`src/rtl/pulse_gen_if.sv`:
```
// Trigger/config inputs and generated-level outputs of pulse_gen.
// Master drives requests and configuration; slave drives the generated level and status.
interface pulse_gen_if #(
    parameter int CNT_W = 16
);
    logic             trig;
    logic             abort;
    logic [CNT_W-1:0] cfg_delay;
    logic [CNT_W-1:0] cfg_width;
    logic             cfg_retrig;
    logic             sig_out;
    logic             busy;
    logic             done;
    logic             trig_drop;
    logic [CNT_W-1:0] pulse_cnt;

    modport master (
        output trig, abort, cfg_delay, cfg_width, cfg_retrig,
        input  sig_out, busy, done, trig_drop, pulse_cnt
    );

    modport slave (
        input  trig, abort, cfg_delay, cfg_width, cfg_retrig,
        output sig_out, busy, done, trig_drop, pulse_cnt
    );
endinterface

```
`src/rtl/pulse_gen.sv`:
```
// Rebuilds a timed level on sig_out from single-cycle trig pulses: delay D, width max(W,1).
// sig_out rises D+1 cycles after an accepted trig; no backpressure, unaccepted trigs flag trig_drop.
module pulse_gen #(
    parameter int CNT_W = 16
) (
    input  logic        clk,
    input  logic        rst,
    pulse_gen_if.slave  bus
);
    typedef enum logic [1:0] {IDLE, DELAY, HIGH} state_t;

    localparam logic [CNT_W-1:0] ONE  = {{(CNT_W-1){1'b0}}, 1'b1};
    localparam logic [CNT_W-1:0] ZERO = '0;
    localparam logic [CNT_W-1:0] MAX  = '1;

    state_t           state;
    logic [CNT_W-1:0] cnt;
    logic [CNT_W-1:0] width_q;
    logic [CNT_W-1:0] w_eff;

    assign w_eff = (bus.cfg_width == ZERO) ? ONE : bus.cfg_width;

    always_ff @(posedge clk) begin
        if (rst) begin
            state         <= IDLE;
            cnt           <= ZERO;
            width_q       <= ZERO;
            bus.sig_out   <= 1'b0;
            bus.busy      <= 1'b0;
            bus.done      <= 1'b0;
            bus.trig_drop <= 1'b0;
            bus.pulse_cnt <= ZERO;
        end else begin
            bus.done      <= 1'b0;
            bus.trig_drop <= 1'b0;
            if (bus.abort) begin
                state         <= IDLE;
                cnt           <= ZERO;
                bus.sig_out   <= 1'b0;
                bus.busy      <= 1'b0;
                bus.trig_drop <= bus.trig;
            end else begin
                case (state)
                    IDLE: begin
                        if (bus.trig) begin
                            bus.busy <= 1'b1;
                            width_q  <= w_eff;
                            if (bus.cfg_delay != ZERO) begin
                                state <= DELAY;
                                cnt   <= bus.cfg_delay;
                            end else begin
                                state       <= HIGH;
                                cnt         <= w_eff;
                                bus.sig_out <= 1'b1;
                            end
                        end
                    end
                    DELAY: begin
                        bus.trig_drop <= bus.trig;
                        // Width was captured at accept time, not at the end of the delay.
                        if (cnt == ONE) begin
                            state       <= HIGH;
                            cnt         <= width_q;
                            bus.sig_out <= 1'b1;
                        end else begin
                            cnt <= cnt - ONE;
                        end
                    end
                    HIGH: begin
                        if (bus.trig && bus.cfg_retrig) begin
                            cnt <= w_eff;
                        end else begin
                            bus.trig_drop <= bus.trig;
                            if (cnt == ONE) begin
                                state       <= IDLE;
                                cnt         <= ZERO;
                                bus.sig_out <= 1'b0;
                                bus.busy    <= 1'b0;
                                bus.done    <= 1'b1;
                                if (bus.pulse_cnt != MAX)
                                    bus.pulse_cnt <= bus.pulse_cnt + ONE;
                            end else begin
                                cnt <= cnt - ONE;
                            end
                        end
                    end
                    default: begin
                        state       <= IDLE;
                        cnt         <= ZERO;
                        bus.sig_out <= 1'b0;
                        bus.busy    <= 1'b0;
                    end
                endcase
            end
        end
    end
endmodule

```
`src/flat_wrapper.sv`:
```
// flat-port wrapper written by rule: the top's interface ports become plain ports
module pulse_gen_flat 
#(
    parameter int CNT_W = 16
)
  (clk, rst, bus_trig, bus_abort, bus_cfg_delay, bus_cfg_width, bus_cfg_retrig, bus_sig_out, bus_busy, bus_done, bus_trig_drop, bus_pulse_cnt);
  pulse_gen_if #(.CNT_W(CNT_W)) bus_i ();
  input  logic clk;
  input  logic rst;
  input wire logic [$bits(bus_i.trig)-1:0] bus_trig;
  input wire logic [$bits(bus_i.abort)-1:0] bus_abort;
  input wire logic [$bits(bus_i.cfg_delay)-1:0] bus_cfg_delay;
  input wire logic [$bits(bus_i.cfg_width)-1:0] bus_cfg_width;
  input wire logic [$bits(bus_i.cfg_retrig)-1:0] bus_cfg_retrig;
  output wire logic [$bits(bus_i.sig_out)-1:0] bus_sig_out;
  output wire logic [$bits(bus_i.busy)-1:0] bus_busy;
  output wire logic [$bits(bus_i.done)-1:0] bus_done;
  output wire logic [$bits(bus_i.trig_drop)-1:0] bus_trig_drop;
  output wire logic [$bits(bus_i.pulse_cnt)-1:0] bus_pulse_cnt;
  assign bus_i.trig = bus_trig;
  assign bus_i.abort = bus_abort;
  assign bus_i.cfg_delay = bus_cfg_delay;
  assign bus_i.cfg_width = bus_cfg_width;
  assign bus_i.cfg_retrig = bus_cfg_retrig;
  assign bus_sig_out = bus_i.sig_out;
  assign bus_busy = bus_i.busy;
  assign bus_done = bus_i.done;
  assign bus_trig_drop = bus_i.trig_drop;
  assign bus_pulse_cnt = bus_i.pulse_cnt;
  pulse_gen #(.CNT_W(CNT_W)) u_core (.clk(clk), .rst(rst), .bus(bus_i));
endmodule
```
`config.mk`:
```
export PLATFORM = sky130hd
export DESIGN_NAME = pulse_gen_flat
export DESIGN_NICKNAME = d
export VERILOG_FILES = /design/src/rtl/pulse_gen_if.sv /design/src/rtl/pulse_gen.sv /design/src/flat_wrapper.sv
export SDC_FILE = /design/constraint.sdc
export NUM_CORES = 1
export LEC_CHECK = 0
export BUFFER_PORTS_ARGS = -buffer_cell sky130_fd_sc_hd__buf_2
export CAP_MARGIN = 30
export CORE_MARGIN = 8
export CORE_UTILIZATION = 56
export DETAILED_ROUTE_END_ITERATION = 6
export PLACE_DENSITY = 0.89
export SLEW_MARGIN = 20
export SYNTH_ARGS = -nofsm -noshare
export SYNTH_HDL_FRONTEND = slang
export SYNTH_SLANG_ARGS = --single-unit
export TNS_END_PERCENT = 50
```
`constraint.sdc`:
```
create_clock -name clk -period 2.4 [get_ports clk]
set_input_delay 0.12 -clock clk [delete_from_list [all_inputs] [get_ports clk]]
set_output_delay 0.12 -clock clk [all_outputs]
set_load 0.01 [all_outputs]
```
==> impl_metrics.toml, run 1 <==
[route]
via_count = 3212
drt_iter0_drc = 385
drc = 0
wl_met2_microns = 4426
routed_wl_microns = 9264
wl_met1_microns = 3831
top_layer_used = "met4"
ant_nets = 0
wl_per_cell_microns = 18.53
wl_met3_microns = 735
firstDrtPassIters = 7
avgViaCountPerCell = 6.424

[sta]
worst_pin_slew_ns = 0.5621
fmax_mhz = 435.3
timing.final.crit_share_pct = 95.71
slew_headroom_pct = 62.18
setup_tns_ns = 0
fin_ws_ns = 0.1029
period_needed_ns = 2.297
finalClockSkew_ns = 0.004656
finalSetupViolations = 0
whs_ns = 0.06042
rsz0062_at_grt = "no"
drv_slew = 0
hold_viol_final = 0

[power]
finalPower_mw = 2.204
powerDensity_nw_per_um2 = 622.3
leakage_nw = 1.399
pwr-share-clk_pct = 28.5
seqPwrFrac_pct = 46.2
p_int_mw = 1.522
combPwrFrac_pct = 25.3
swShare_pct = 30.92
irDropWorstVdd_uv = 320.6
p_switching_mw = 0.6813

[cts]
numCtsBuffers = 5
cts_tree = "done"
clk_path_buf_depth = 2
insertion_delay_ns = 0.31
clock-sinks = 54
htree_num_levels = 2
cts_root_buffer = "clkbuf_8"
clkTransAtPathRegs_ns = 0.10
post_cts_buffers = 0

[layout]
layout_commonest_cell = "buf_2"
num_antenna_cells = 0
final_cell_mix = "56 x buf_2, 54 x dfxtp_1, 45 x nand2_1"
area_growth_pct = 15.42
seq_area_sq_um = 1081
post_layout_nonfiller_instances = 500
multi_input_area_sq_um = 1826
final_nets = 471
drive_gt1_share_pct = 22.66
fill_cells = 462

[placement]
dp_hpwl_microns = 6992
gp_congestion = 0.9661
dp_cells = 492
dp_slack_ns = 0.1686
io_buffers = 56

[min_path]
hold_class = "in -> reg"
min_from = "bus_cfg_width[2]"
hold_depth = 3
whs_endpoint = "u_core.width_q[2]"

[yosys]
synthCells = 371
syn_nets = 415
yosysUniqueCellTypes = 64
async_flop_share_pct = 0
synth_ff_type = "dfxtp_1"
syn_area_per_cell_sq_um = 8.269
synth.cell_area_sq_um = 3068
synth-seq-cells = 54
ys_warn_count = 0
seq_area_frac_synth_pct = 35.24
synth_edf_count = 0

[worst_setup_path]
path_cells = "inv_1 > ha_1 > nor4b_1 > and4_4 > buf_4 > nand3_4 > or4_1 > a21oi_1"
ff2ff_path_depth = 8
critPathRequiredTime_ns = 2.65
regToRegEndpoint = "u_core.bus.pulse_cnt[13]"
r2r_slack_ns = 0.10
cp-start-kind = "register"
cp_max_fo = 8
worstPathArrival_ns = 2.55
critPathKind = "reg -> reg"
critical_path.max_stage_delay_ns = 0.48
r2r-start = "u_core.cnt[1]"
cpMaxStageDelayCell = "or4_1"
critPathCaptureType = "register"

[floorplanning]
die_width_microns = 90.02
core_area_sq_um = 5405
top_level_ports = 57
die_h_microns = 90.02
rows = 27
start_util_pct = 56.76
die_area_sq_um = 8103

[global_route]
grt_util_all_layers_pct = 22.03
grt_max_degree = 35
grt_pass1_wl_microns = 15100
grt_pass1_vias = 3138
grt_overflow = 0
antenna_found_initial = 0

[run_status]
status = "finished clean"

[run]
cap_violations = 0
## logic make-up (layout without fill, tap and decap cells)
family	count (synthesis)	count (layout)	share of synthesized area (%)
compound gates	116	116	26.51
xor+xnor	5	5	1.427
fa+ha+maj	7	7	2.855
buf+inv	33	90	5.342
flops	54	54	35.24
mux	3	3	0.9788
simple gates	153	153	27.65
## synth_stat cells, types with 4 or more instances
library cell | instances | area share (%)
dfxtp_1 | 54 | 35
nand2_1 | 45 | 5.5
a21oi_1 | 39 | 6.4
nor2_1 | 22 | 2.7
clkbuf_1 | 12 | 1.5
nor3_1 | 12 | 2.0
o21ai_0 | 12 | 2.0
inv_1 | 11 | 1.3
nor4_1 | 11 | 2.2
or3_1 | 11 | 2.2
o31ai_1 | 9 | 2.2
a22oi_1 | 7 | 1.7
ha_1 | 7 | 2.9
nand3_1 | 7 | 1.1
or4_1 | 7 | 1.7
a211oi_1 | 6 | 1.5
a221oi_1 | 6 | 1.7
a222oi_1 | 6 | 2.0
and4_1 | 5 | 1.4
and3_1 | 4 | 0.82
buf_2 | 4 | 0.65
buf_6 | 4 | 1.5
o22ai_1 | 4 | 0.82
or4_4 | 4 | 1.5
xor2_1 | 4 | 1.1
## power groups by stage
| stage | clock (mW) | sequential (mW) | combinational (mW) |
|---|---|---|---|
| floorplan | 0 | 1.01 | 0.377 |
| global placement | 0 | 1.03 | 0.531 |
| detailed placement | 0 | 1.04 | 0.537 |
| CTS | 0.629 | 1.02 | 0.544 |
| global route | 0.671 | 1.02 | 0.607 |
| finish | 0.628 | 1.02 | 0.557 |
## layer usage
metal  track usage (%)  vias up
met4             9.709        0
li1                  -     1529
met1             26.61     1475
met2             36.56      179
met5                 0        -
met3             4.904       29
## stage by stage
stage / utilization (%) / area [sq um]
2_1_floorplan: - / 3068
5_1_grt: 65.51 / 3541
6_report: 65.51 / 3541
3_5_place_dp: 63.43 / 3428
4_1_cts: 65.46 / 3538
3_3_place_gp: 63.43 / 3428
## flip-flops by register name, summed over array words and instances (netlist names)
signal and flops:
u_core.bus.sig_out 1, u_core.bus.trig_drop 1, u_core.bus.done 1, u_core.width_q 16, u_core.bus.pulse_cnt 16, u_core.state 2
u_core.cnt 16, u_core.bus.busy 1
## worst max-delay path by stage
stage                    startpoint                  endpoint  slack [ns]  cells after the start
finish                u_core.cnt[1]  u_core.bus.pulse_cnt[13]        0.10                      8
global route          u_core.cnt[1]  u_core.bus.pulse_cnt[11]       0.007                      8
CTS                   u_core.cnt[1]  u_core.bus.pulse_cnt[13]        0.05                      8
detailed placement    u_core.cnt[1]  u_core.bus.pulse_cnt[13]        0.17                      8
global placement      u_core.cnt[1]            u_core.cnt[10]        0.28                      8
floorplan           u_core.state[0]            u_core.cnt[14]        0.34                      8
## worst max-delay path, delay by kind of cell (launching register included)
kind                       cells  cell delay [ns]
buffers and inverters          2             0.25
AOI/OAI and AO/OA              1             0.16
DFF                            1             0.34
and+or+nand+nor                4             1.34
adders and majority gates      1             0.15
## layout make-up
cell class | count | share of cell area (%)
Tap cell | 72 | 2.544
Timing Repair Buffer | 71 | 11.10
Sequential cell | 54 | 30.53
Clock buffer | 6 | 2.049
Inverter | 11 | 1.166
Clock inverter | 2 | 1.060
Multi-Input combinational cell | 284 | 51.55
## repair_timing
item	CTS	global route
endpoints found under the setup margin	0	9
gates resized for setup	0	3
endpoints found under the hold margin	0	0
hold buffers	0	0
(Power assumes the default switching activity.)
==> run 2, diff against run 1 <==
--- a/config.mk
+++ b/config.mk
@@ -10,6 +10,7 @@
 export CORE_MARGIN = 8
 export CORE_UTILIZATION = 56
 export DETAILED_ROUTE_END_ITERATION = 6
+export MAX_ROUTING_LAYER = met4
 export PLACE_DENSITY = 0.89
 export SLEW_MARGIN = 20
 export SYNTH_ARGS = -nofsm -noshare
==> impl_metrics.toml, run 2 (synthesis results as in run 1) <==
[route]
wl_per_cell_microns = 18.63
drt_iter0_drc = 458
firstDrtPassIters = 5
ant_nets = 0
drc = 0
routed_wl_microns = 9369
via_count = 3233
avgViaCountPerCell = 6.427

[cts]
cts_hold_buffers = 0
numCtsBuffers = 5
cts_resized = 0
post_cts_buffers = 0
cts_tree = "done"
clock-sinks = 54
clkTransAtPathRegs_ns = 0.10
htree_num_levels = 2
cts_root_buffer = "clkbuf_8"
clk_path_buf_depth = 2
insertion_delay_ns = 0.31

[sta]
worst_pin_slew_ns = 0.6329
period_needed_ns = 2.223
fmax_mhz = 449.9
drv_slew = 0
fin_ws_ns = 0.1772
rsz0062_at_grt = "no"
slew_headroom_pct = 57.65
timing.final.crit_share_pct = 92.61
setup_tns_ns = 0
finalSetupViolations = 0
finalClockSkew_ns = 0.004815
hold_viol_final = 0

[power]
combPwrFrac_pct = 25.9
irDropWorstVdd_uv = 346.0
p_int_mw = 1.524
pwr-share-clk_pct = 28.0
leakage_nw = 1.418
seqPwrFrac_pct = 46.1
powerDensity_nw_per_um2 = 616.5
p_switching_mw = 0.6805
swShare_pct = 30.87

[run]
cap_violations = 0

[layout]
num_antenna_cells = 0
top_regs = "u_core.bus.pulse_cnt (16), u_core.cnt (16), u_core.width_q (16)"
layout_commonest_cell = "buf_2"
final_cell_area_sq_um = 3576
fill_cells = 472
final_cell_mix = "56 x buf_2, 54 x dfxtp_1, 45 x nand2_1"
drive_gt1_share_pct = 23.90
final_nets = 474
area_growth_pct = 16.56
post_layout_nonfiller_instances = 503
post-route-util_pct = 66.16

[placement]
dp_hpwl_microns = 7137
dp_slack_ns = 0.09833
placed_cell_area_sq_um = 3451
dp_cells = 495
io_buffers = 56
gp_congestion = 0.9667

[worst_setup_path]
cp_max_fo = 16
critPathKind = "reg -> reg"
worstPathArrival_ns = 2.47
cp-start-kind = "register"
critPathCaptureType = "register"
critPathRequiredTime_ns = 2.65
r2r_slack_ns = 0.18

[floorplanning]
die_h_microns = 90.02
die_width_microns = 90.02
die_area_sq_um = 8103
core_area_sq_um = 5405
top_level_ports = 57
start_util_pct = 56.76
rows = 27

[global_route]
grt_pass1_wl_microns = 15350
antenna_found_initial = 0
grt_max_degree = 35
grt_pass1_vias = 3194
grt_util_all_layers_pct = 23.15
grt_overflow = 0

[run_status]
status = "finished clean"

[min_path]
hold_class = "in -> reg"
==> run 2: through the flow <==
stage,hold slack (ns),power [mW]
global placement,0.3898,1.568
detailed placement,0.3965,1.582
finish,0.06810,2.205
CTS,0.06533,2.187
global route,0.06268,2.302
floorplan,0.2560,1.390
==> run 2: critical path, cell delays in order (launching register included) <==
cell and delay [ns]:
dfxtp_1 0.35, inv_1 0.09, ha_1 0.21, a21boi_0 0.32, and2b_1 0.32, o211ai_4 0.20, or4_1 0.51, a21oi_1 0.15
==> run 2: layer usage <==
| metal | vias to the layer above | part of all wire [%] | wire, microns | track usage, % |
|---|---|---|---|---|
| li1 | 1529 | - | - | - |
| met1 | 1503 | 42 | 3939 | 28.08 |
| met2 | 176 | 48 | 4456 | 37.06 |
| met3 | 25 | 7.6 | 708 | 4.406 |
| met4 | 0 | 2.8 | 265 | 9.154 |
| met5 | - | 0 | 0 | - |
==> run 2: area by class of cell <==
cell class                 instances  area (sq um)  share of cell area, %
sequential                        54          1081                  30.23
clock inverter                     2         37.54                  1.050
tap                               72         90.09                  2.519
timing repair buffer              74         415.4                  11.62
multi-input combinational        284          1838                  51.40
clock buffer                       6         72.57                  2.029
inverter                          11         41.29                  1.155
==> run 2: power groups by stage <==
stage | Clock, mW | Sequential, mW | Combinational [mW]
2_1_floorplan | 0 | 1.01 | 0.377
3_3_place_gp | 0 | 1.03 | 0.540
3_5_place_dp | 0 | 1.03 | 0.550
4_1_cts | 0.622 | 1.01 | 0.554
5_1_grt | 0.659 | 1.02 | 0.620
6_report | 0.618 | 1.02 | 0.570
==> run 2: worst paths after layout <==
check	from	end	cells after the start
max	u_core.state[0]	u_core.bus.pulse_cnt[7]	7
min	bus_cfg_width[3]	u_core.width_q[3]	3
max reg2reg	u_core.state[0]	u_core.bus.pulse_cnt[7]	7
min reg2reg	u_core.width_q[14]	u_core.width_q[14]	2
==> run 3, diff against run 2 <==
--- a/config.mk
+++ b/config.mk
@@ -5,13 +5,14 @@
 export SDC_FILE = /design/constraint.sdc
 export NUM_CORES = 1
 export LEC_CHECK = 0
+export ABC_AREA = 1
 export BUFFER_PORTS_ARGS = -buffer_cell sky130_fd_sc_hd__buf_2
 export CAP_MARGIN = 30
 export CORE_MARGIN = 8
-export CORE_UTILIZATION = 56
+export CORE_UTILIZATION = 62
 export DETAILED_ROUTE_END_ITERATION = 6
 export MAX_ROUTING_LAYER = met4
-export PLACE_DENSITY = 0.89
+export PLACE_DENSITY = 0.95
 export SLEW_MARGIN = 20
 export SYNTH_ARGS = -nofsm -noshare
 export SYNTH_HDL_FRONTEND = slang
==> constraint.sdc (replaced) <==
create_clock -name clk -period 2.7 [get_ports clk]
set_input_delay 0.135 -clock clk [delete_from_list [all_inputs] [get_ports clk]]
set_output_delay 0.135 -clock clk [all_outputs]
set_load 0.005 [all_outputs]
==> impl_metrics.toml, run 3 <==
[run_status]
status = "finished clean"

[layout]
drive_gt1_share_pct = 14.24
post_layout_nonfiller_instances = 704
post-route-util_pct = 72.02
area_growth_pct = 12.25
top_regs = "u_core.bus.pulse_cnt (16), u_core.cnt (16), u_core.width_q (16)"
num_antenna_cells = 0
final_cell_mix = "150 x nand2_1, 78 x inv_1, 68 x nand3_1"
layout_commonest_cell = "nand2_1"
fill_cells = 494
seq_area_sq_um = 1081
multi_input_area_sq_um = 2093
final_nets = 675

[yosys]
synth.cell_area_sq_um = 3555
synth.most_common_cell = "nand2_1"
ys_top_cells_by_area = "dfxtp_1 30%, nand2_1 16%, nand3_1 9.6%"
yosysUniqueCellTypes = 34
yosysTopAreaCell = "dfxtp_1"
ys_top_cells_by_count = "150 x nand2_1, 78 x inv_1, 68 x nand3_1, 67 x nor2_1, 54 x dfxtp_1"
seq_area_frac_synth_pct = 30.41
synth_top_cell_area_share_pct = 30.41
synth_ff_type = "dfxtp_1"
async_flop_share_pct = 0
synth_edf_count = 0
synth-seq-cells = 54
ys_warn_count = 0
syn_nets = 625
synthCells = 581
syn_area_per_cell_sq_um = 6.118

[cts]
cts_hold_buffers = 0
clkTransAtPathRegs_ns = 0.10
clk_path_buf_depth = 2
clock-sinks = 54
cts_tree = "done"
cts_resized = 0
htree_num_levels = 2
post_cts_buffers = 0
insertion_delay_ns = 0.31
numCtsBuffers = 5
cts_root_buffer = "clkbuf_8"

[worst_setup_path]
cp-start-kind = "register"
cp_max_fo = 16
critical_path.max_stage_delay_ns = 0.49
cpMaxStageDelayCell = "ha_1"
critPathKind = "reg -> reg"
crit_start = "u_core.state[1]"
r2r-start = "u_core.state[1]"
critPathRequiredTime_ns = 2.93
critPathCaptureType = "register"
regToRegEndpoint = "u_core.cnt[10]"
ff2ff_path_depth = 10
r2r_slack_ns = 0.31
path_cells = "inv_1 > ha_1 > inv_1 > nand2_1 > inv_2 > a21oi_2 > nand3_1 > nand3_1 > nand2_1 > a21oi_1"
crit_end = "u_core.cnt[10]"
worstPathArrival_ns = 2.63

[run]
cap_violations = 0

[sta]
slew_headroom_pct = 45.01
rsz0062_at_grt = "no"
worst_pin_slew_ns = 0.8231
hold_viol_final = 0
finalSetupViolations = 0
drv_slew = 0
setup_tns_ns = 0
period_needed_ns = 2.395
whs_ns = 0.09019
fmax_mhz = 417.6
finalClockSkew_ns = 0.007037
timing.final.crit_share_pct = 88.69

[floorplanning]
die_width_microns = 91.72
rows = 27
die_area_sq_um = 8413
die_h_microns = 91.72
core_area_sq_um = 5540
top_level_ports = 57
start_util_pct = 64.16

[route]
wl_per_cell_microns = 14.64
drc = 0
routed_wl_microns = 10300
via_count = 4018
drt_iter0_drc = 455
avgViaCountPerCell = 5.707
firstDrtPassIters = 5
ant_nets = 0

[placement]
dp_cells = 695
io_buffers = 56
dp_hpwl_microns = 8022
gp_congestion = 0.9326

[power]
powerDensity_nw_per_um2 = 490.1
irDropWorstVdd_uv = 305.5
finalPower_mw = 1.956
leakage_nw = 1.876

[global_route]
grt_pass1_vias = 3784
grt_overflow = 0
grt_max_degree = 33
grt_util_all_layers_pct = 24.52
antenna_found_initial = 0
grt_pass1_wl_microns = 16910

[min_path]
hold_class = "in -> reg"
==> run 3: changes by cell type after synthesis, sizes merged, moves of 15 or more <==
| cell | change |
|---|---|
| inv | +69 |
| nand2 | +111 |
| nand3 | +60 |
| nand4 | +17 |
| nor2 | +52 |
| o21ai | +15 |
==> run 3: logic make-up after synthesis <==
family | share of synthesized area (%)
xor gates and xnor gates | 2.218
buffers and inverters | 10.70
DFF | 30.41
and+or+nand+nor | 42.77
AOI/OAI and AO/OA | 11.44
adders and majority gates | 2.464
==> run 3: layout make-up <==
type | count | share of cell area, %
Multi-Input combinational cell | 429 | 52.46
Sequential cell | 54 | 27.09
Timing Repair Buffer | 60 | 7.777
Inverter | 81 | 7.651
Tap cell | 72 | 2.258
Clock buffer | 6 | 1.819
Clock inverter | 2 | 0.9407
==> run 3: critical path: cells and delay by family (launching register included) <==
| kind | cells | cell delay (ns) |
|---|---|---|
| compound gates | 2 | 0.50 |
| fa+ha+maj | 1 | 0.49 |
| buf+inv | 3 | 0.35 |
| flops | 1 | 0.36 |
| simple gates | 4 | 0.61 |
==> run 3: worst min-delay path by stage <==
stage	slack, ns	endpoint	startpoint	cells after the start
CTS	0.09	u_core.width_q[9]	bus_cfg_width[9]	3
detailed placement	0.42	u_core.width_q[9]	bus_cfg_width[9]	3
finish	0.09	u_core.width_q[9]	bus_cfg_width[9]	3
floorplan	0.21	u_core.bus.done	bus_abort	1
global route	0.10	u_core.width_q[10]	bus_cfg_width[10]	3
global placement	0.42	u_core.width_q[10]	bus_cfg_width[10]	3
==> run 3: metal layers <==
metal	part of all wire (%)	track usage (%)	vias up
li1	-	-	1967
met1	42	28.98	1825
met2	49	41.90	193
met3	7.0	3.993	33
met4	2.3	7.114	0
met5	0	-	-
==> run 3: power by group <==
group / internal (mW) / leakage (nW) / switching [mW] / total [mW]
combinational: 0.182 / 1.38 / 0.359 / 0.541
sequential: 0.837 / 0.440 / 0.0356 / 0.872
clock: 0.277 / 0.0514 / 0.266 / 0.542
total: 1.30 / 1.88 / 0.660 / 1.96
==> run 3: per-stage QoR <==
step           worst slack, ns  cell area [sq um]
4_1_cts                 0.3623               3983
3_5_place_dp            0.4195               3872
2_1_floorplan            1.067               3555
5_1_grt                 0.1465               3990
3_3_place_gp            0.6433               3872
6_report                0.3053               3990
